## src/rtl/prm_edge_scan_sched.sv

```systemverilog
// rtl/prm_edge_scan_sched.sv - obstacle-code sequencer and blocked-edge accumulator for the PRM checker array
module prm_edge_scan_sched #(
    parameter int NUM_EDGES = 1024,
    parameter int WORD_W    = 32,
    parameter int CNT_W     = 16
) (
    input  logic                 clk,
    input  logic                 rst_n,
    input  logic                 start,
    input  logic                 obs_valid,
    output logic                 obs_ready,
    input  logic [14:0]          obs_code,
    input  logic                 obs_last,
    output logic [14:0]          chk_code,
    input  logic [NUM_EDGES-1:0] chk_mask,
    output logic                 res_valid,
    input  logic                 res_ready,
    output logic [WORD_W-1:0]    res_data,
    output logic                 res_last,
    output logic                 busy,
    output logic                 done,
    output logic [CNT_W-1:0]     obs_count
);

    localparam int NW     = (NUM_EDGES + WORD_W - 1) / WORD_W;
    localparam int WIDX_W = $clog2(NW) + 1;
    localparam int PAD_W  = NW * WORD_W;

    typedef enum logic [1:0] {
        S_IDLE  = 2'd0,
        S_SCAN  = 2'd1,
        S_FLUSH = 2'd2,
        S_OUT   = 2'd3
    } state_t;

    state_t                 r_state;
    state_t                 w_next;
    logic [14:0]            r_chk_code;
    logic                   r_chk_vld;
    logic [NUM_EDGES-1:0]   r_acc;
    logic [CNT_W-1:0]       r_obs_count;
    logic [WIDX_W-1:0]      r_widx;
    logic                   r_done;

    logic                   w_obs_hs;
    logic                   w_res_hs;
    logic                   w_res_last;
    logic                   w_start_ok;
    logic [PAD_W-1:0]       w_acc_pad;
    logic [WORD_W-1:0]      w_word;
    int                     w_base;

    assign w_obs_hs   = obs_valid && (r_state == S_SCAN);
    assign w_res_hs   = res_ready && (r_state == S_OUT);
    assign w_res_last = (r_widx == WIDX_W'(NW - 1));
    // The done cycle is still the tail of the previous scan, so start is masked there.
    assign w_start_ok = start && !r_done;

    always_comb begin
        w_next = r_state;
        case (r_state)
            S_IDLE:  if (w_start_ok) w_next = S_SCAN;
            S_SCAN:  if (w_obs_hs && obs_last) w_next = S_FLUSH;
            S_FLUSH: w_next = S_OUT;
            S_OUT:   if (w_res_hs && w_res_last) w_next = S_IDLE;
            default: w_next = S_IDLE;
        endcase
    end

    always_ff @(posedge clk) begin
        if (!rst_n) begin
            r_state     <= S_IDLE;
            r_chk_code  <= '0;
            r_chk_vld   <= 1'b0;
            r_acc       <= '0;
            r_obs_count <= '0;
            r_widx      <= '0;
            r_done      <= 1'b0;
        end else begin
            r_state <= w_next;
            r_done  <= 1'b0;
            case (r_state)
                S_IDLE: begin
                    if (w_start_ok) begin
                        r_acc       <= '0;
                        r_obs_count <= '0;
                        r_chk_vld   <= 1'b0;
                    end
                end
                S_SCAN: begin
                    // chk_mask reflects the code registered on the previous handshake.
                    if (r_chk_vld) begin
                        r_acc <= r_acc | chk_mask;
                    end
                    if (w_obs_hs) begin
                        r_chk_code <= obs_code;
                        r_chk_vld  <= 1'b1;
                        if (!(&r_obs_count)) begin
                            r_obs_count <= r_obs_count + 1'b1;
                        end
                    end else begin
                        r_chk_vld <= 1'b0;
                    end
                end
                S_FLUSH: begin
                    if (r_chk_vld) begin
                        r_acc <= r_acc | chk_mask;
                    end
                    r_chk_vld <= 1'b0;
                    r_widx    <= '0;
                end
                S_OUT: begin
                    if (w_res_hs) begin
                        if (w_res_last) begin
                            r_done <= 1'b1;
                        end else begin
                            r_widx <= r_widx + 1'b1;
                        end
                    end
                end
                default: ;
            endcase
        end
    end

    // Zero-pad the accumulator so the top word reads 0 above NUM_EDGES.
    always_comb begin
        w_acc_pad                  = '0;
        w_acc_pad[NUM_EDGES-1:0]   = r_acc;
        w_base                     = int'(r_widx) * WORD_W;
        w_word                     = w_acc_pad[w_base +: WORD_W];
    end

    assign obs_ready = (r_state == S_SCAN);
    assign res_valid = (r_state == S_OUT);
    assign res_data  = (r_state == S_OUT) ? w_word : '0;
    assign res_last  = (r_state == S_OUT) && w_res_last;
    assign busy      = (r_state != S_IDLE);
    assign done      = r_done;
    assign chk_code  = r_chk_code;
    assign obs_count = r_obs_count;

endmodule

```

## config.mk

```make
export PLATFORM = sky130hd
export DESIGN_NAME = prm_edge_scan_sched
export DESIGN_NICKNAME = d
export VERILOG_FILES = /design/src/rtl/prm_edge_scan_sched.sv
export SDC_FILE = /design/constraint.sdc
export NUM_CORES = 2
export LEC_CHECK = 0
export CORE_AREA = 2 2 438 440
export DETAILED_ROUTE_END_ITERATION = 10
export DIE_AREA = 0 0 440 442
export PLACE_DENSITY = 0.49
export SYNTH_ARGS = -nofsm -noshare
export SYNTH_HDL_FRONTEND = slang
export SYNTH_SLANG_ARGS = --single-unit
```

## constraint.sdc

```tcl
create_clock -name clk -period 3 [get_ports clk]
set_input_delay 0.3 -clock clk [delete_from_list [all_inputs] [get_ports clk]]
set_output_delay 0.3 -clock clk [all_outputs]
set_load 0.01 [all_outputs]
```

==> flow_summary_export.csv <==
group,metric,value,unit
power_and_ir_drop,p_per_area,978.2,nW/um2
critical_path,crit_path_end_kind,"output pin",
power_and_ir_drop,power.switching,23.11,mW
synthesis,yosys_warnings,0,
sta,hold_ws,0.08056,ns
global_routing,antenna_found_initial,161,
synthesis,ys_top_cells_by_count,"dfxtp_1 (1065), a21oi_1 (1061), nor2_1 (1038)",
critical_path,crit_family,"buffers and inverters",
drt,vias,38320,
finish,nFillCells,19490,
clock_tree,cts_root_buf,"clkbuf_16",
clock_tree,cts_buffers,131,
min_path,whs_path_depth,3,
floorplan,initial_utilization,21.31,%
drt,first_pass_iters,5,
sta,setup-violations-final,32,
floorplan,die-area,194500,um2
sta,final.min_clock_period,3.671,ns
finish,area_delta_synth_final,55.06,%
critical_path,crit_type,"register to output pin",
synthesis,synth.distinct_cells,57,
global_routing,grt_pass1_wl,307800,um
critical_path,cp_cell_sequence,"buf_12, buf_8, buf_12, buf_12, buf_4, mux4_2, a22o_1, a2111oi_4, buf_4, a211oi_4, buf_12",
sta,relSlewSlack,36.34,%
synthesis,synthArstFlopShare,0,%
drt,drtIter0Drc,3516,
critical_path,slowest_stage,"mux4_2",
critical_path,cp_slowest_stage_delay,0.49,ns
power_and_ir_drop,p_int,38.18,mW
drt,postRouteAntennaNets,0,
floorplan,ios,1113,
critical_path,worst-path-max-fanout,6,
global_routing,grt_start_max_net_pins,97,
run,maxCapViolations,0,
sta,fmax,272.4,MHz
drt,drc,0,
power_and_ir_drop,comb_power_share,35.6,%
critical_path,path_buf_inv,7,
drt,wirelength,233000,um
floorplan,die_y,442,um
min_path,hold_end,"chk_code[6]",
finish,final_nets,6451,
clock_tree,clkSlewWorstSetupHoldPaths,0.05,ns
synthesis,synth_top_area_cell,"dfxtp_1",
sta,worst_slew_pin_slew,0.9449,ns
power_and_ir_drop,leakage,22.10,nW
synthesis,syn-cell-area,40410,um2
drt,viasPerCell,4.745,
clock_tree,clock_path_buffers,3,
critical_path,cp-start-kind,"register",
place,dp_hpwl,184000,um
synthesis,synth_edf_count,0,
synthesis,synth-seq-cells,1065,
synthesis,ys_seq_area_share,52.77,%
synthesis,synth.avg_cell_area,9.586,um2
synthesis,synth-main-ff-cell,"dfxtp_1",
power_and_ir_drop,pwr-share-clk,26.5,%
critical_path,arrival,3.37,ns
clock_tree,clock-sinks,1065,
power_and_ir_drop,p_sw_share,37.70,%
sta,fin_crit_sh,122.4,%
global_routing,track_usage,22.97,%
critical_path,crit_top_cell,"buf_12",
synthesis,synth_top_cell_area_share,52.77,%
place,globalplace.congestion,0.9045,
sta,finalClockSkew,0.02931,ns
global_routing,grt-ovfl-total,0,
synthesis,yosysMostFrequentCell,"dfxtp_1",
clock_tree,cts_tree,"yes",
critical_path,r2r_slack,0.49,ns
place,io_buffers,1112,
power_and_ir_drop,vdd_drop_max,0.0006994,V
sta,rsz0062_at_grt,"yes",
clock_tree,worstSkewPairLatency,0.78,ns
run_status,outcome,"complete, but fails checks",
critical_path,cp.required,2.70,ns
global_routing,grt_pass1_vias,36650,
finish,drive_gt1_share,15.94,%
sta,finalSetupTns,-16.94,ns
drt,drt-wirelength-per-cell,28.86,um
power_and_ir_drop,seq_power_share,38.0,%
sta,hold_violations,0,
critical_path,ff2ff_path_depth,9,
floorplan,std_cell_rows,160,
min_path,hp-class,"input port to register",
synthesis,syn_nets,5267,
min_path,min-delay-start,"obs_code[6]",
floorplan,coreArea,189600,um2
clock_tree,cts-htree-levels,4,
critical_path,r2r_end,"r_state[0]",
synthesis,netlist_instances,4215,
sta,finalMaxSlewViolations,0,
sta,fin_ws,-0.6707,ns
critical_path,rr_startpoint,"r_widx[0]",
synthesis,ys_top_cells_by_area,"dfxtp_1 (53%), a21oi_1 (13%), mux4_2 (11%)",
run_status,violations,"negative setup slack",
power_and_ir_drop,power,61.29,mW
floorplan,die_x,440,um
## per-layer routing
layer	share of wire (%)	global-route usage (%)
met1	40	28.58
met2	47	36.73
met3	8.6	6.714
met4	4.3	9.915
met5	0.26	0
## power by group through the flow
stage          Sequential [mW]  Clock (mW)  Combinational (mW)
6_report                  23.3        16.2                21.8
2_1_floorplan             21.6           0                14.1
3_3_place_gp              23.3           0                20.7
5_1_grt                   23.7        17.1                24.0
4_1_cts                   23.1        16.6                21.5
3_5_place_dp              23.3           0                21.0
## worst max path at each step
stage	cells after the start	endpoint	startpoint
floorplan	6	res_data[17]	r_widx[0]
CTS	8	res_data[3]	r_widx[0]
finish	11	res_data[22]	r_widx[0]
global route	11	res_data[22]	r_widx[0]
detailed placement	11	res_data[8]	r_widx[0]
global placement	9	res_data[6]	r_widx[0]
## repair_timing
item                       CTS  global route
pin swaps                   32            70
setup buffers               13            55
setup endpoints to repair   33            33
gates cloned                 4             2
hold endpoints to repair     1             0
hold buffers                 1             0
gates resized for setup    165           157
## final cells by class
cell class / count / area, um2 / area share, %
Antenna cell: 68 / 170.2 / 0.2716
Clock buffer: 185 / 3795 / 6.057
Clock inverter: 45 / 545.5 / 0.8707
Inverter: 12 / 45.04 / 0.07189
Multi-Input combinational cell: 2794 / 18840 / 30.07
Sequential cell: 1065 / 21340 / 34.06
Tap cell: 2511 / 3142 / 5.015
Timing Repair Buffer: 1395 / 14780 / 23.59
## registers in the layout, summed over array words and instances (netlist names)
signal / flops
r_acc: 1024
obs_count: 16
chk_code: 15
r_widx: 6
r_state: 2
done: 1
r_chk_vld: 1
## cells in the final DEF (no fill, tap or decap), types with 5 or more instances in the layout
cell             Yosys  layout
o22ai_1             33      23
buf_8                0      10
nor3_1               6       5
inv_1               10      10
a211oi_2             0      22
buf_16               0       7
inv_6                0       6
clkinv_2             0      20
a211oi_4             0      44
a22oi_1             33      18
a22oi_2              0      15
buf_12               0      86
dfxtp_1           1065    1060
clkbuf_16            0     142
a211oi_1            77      11
a2111oi_4            0       9
clkinv_8             0       5
mux2i_1            133     127
clkdlybuf4s50_1      0    1079
mux2i_2              0       5
nor2_1            1038    1034
nand3_1              9       9
clkbuf_8             0      25
a22o_4               0      24
nand2_1             61      58
buf_4                8     164
o21ai_0              5       5
mux4_2             192     192
a21oi_1           1061    1056
o221ai_1            32      28
buf_6                2      37
a22o_1              33       9
ha_1                 7       6
bufinv_16            0       8
diode_2              0      68
o22ai_2              0       9
clkbuf_1           141      26
## logic make-up (layout without fill, tap and decap cells)
family	count (synthesis)	count (layout)	share of synthesized area (%)
compound gates	1313	1313	18.06
simple gates	1145	1145	10.92
xor+xnor	3	3	0.06504
buf+inv	356	1637	3.948
fa+ha+maj	7	7	0.2168
mux	326	326	14.02
other cells	0	68	0
flops	1065	1065	52.77
## worst min-delay path, stage by stage
cell and delay [ns]:
clkdlybuf4s50_1 0.40, nand2_1 0.06, a21oi_1 0.05
## per-stage QoR
step	utilization, %	cells	cell area [um2]	worst slack (ns)
after floorplan	-	4215	40410	0.8789
after global placement	29.45	7708	55830	-0.8353
after detailed placement	29.46	7709	55840	-0.5965
after CTS	32.31	7954	61250	-0.8613
after global routing	33.02	8057	62610	-0.6988
final	33.05	8075	62650	-0.6707
Note: power is estimated with default switching activity, not from simulation.
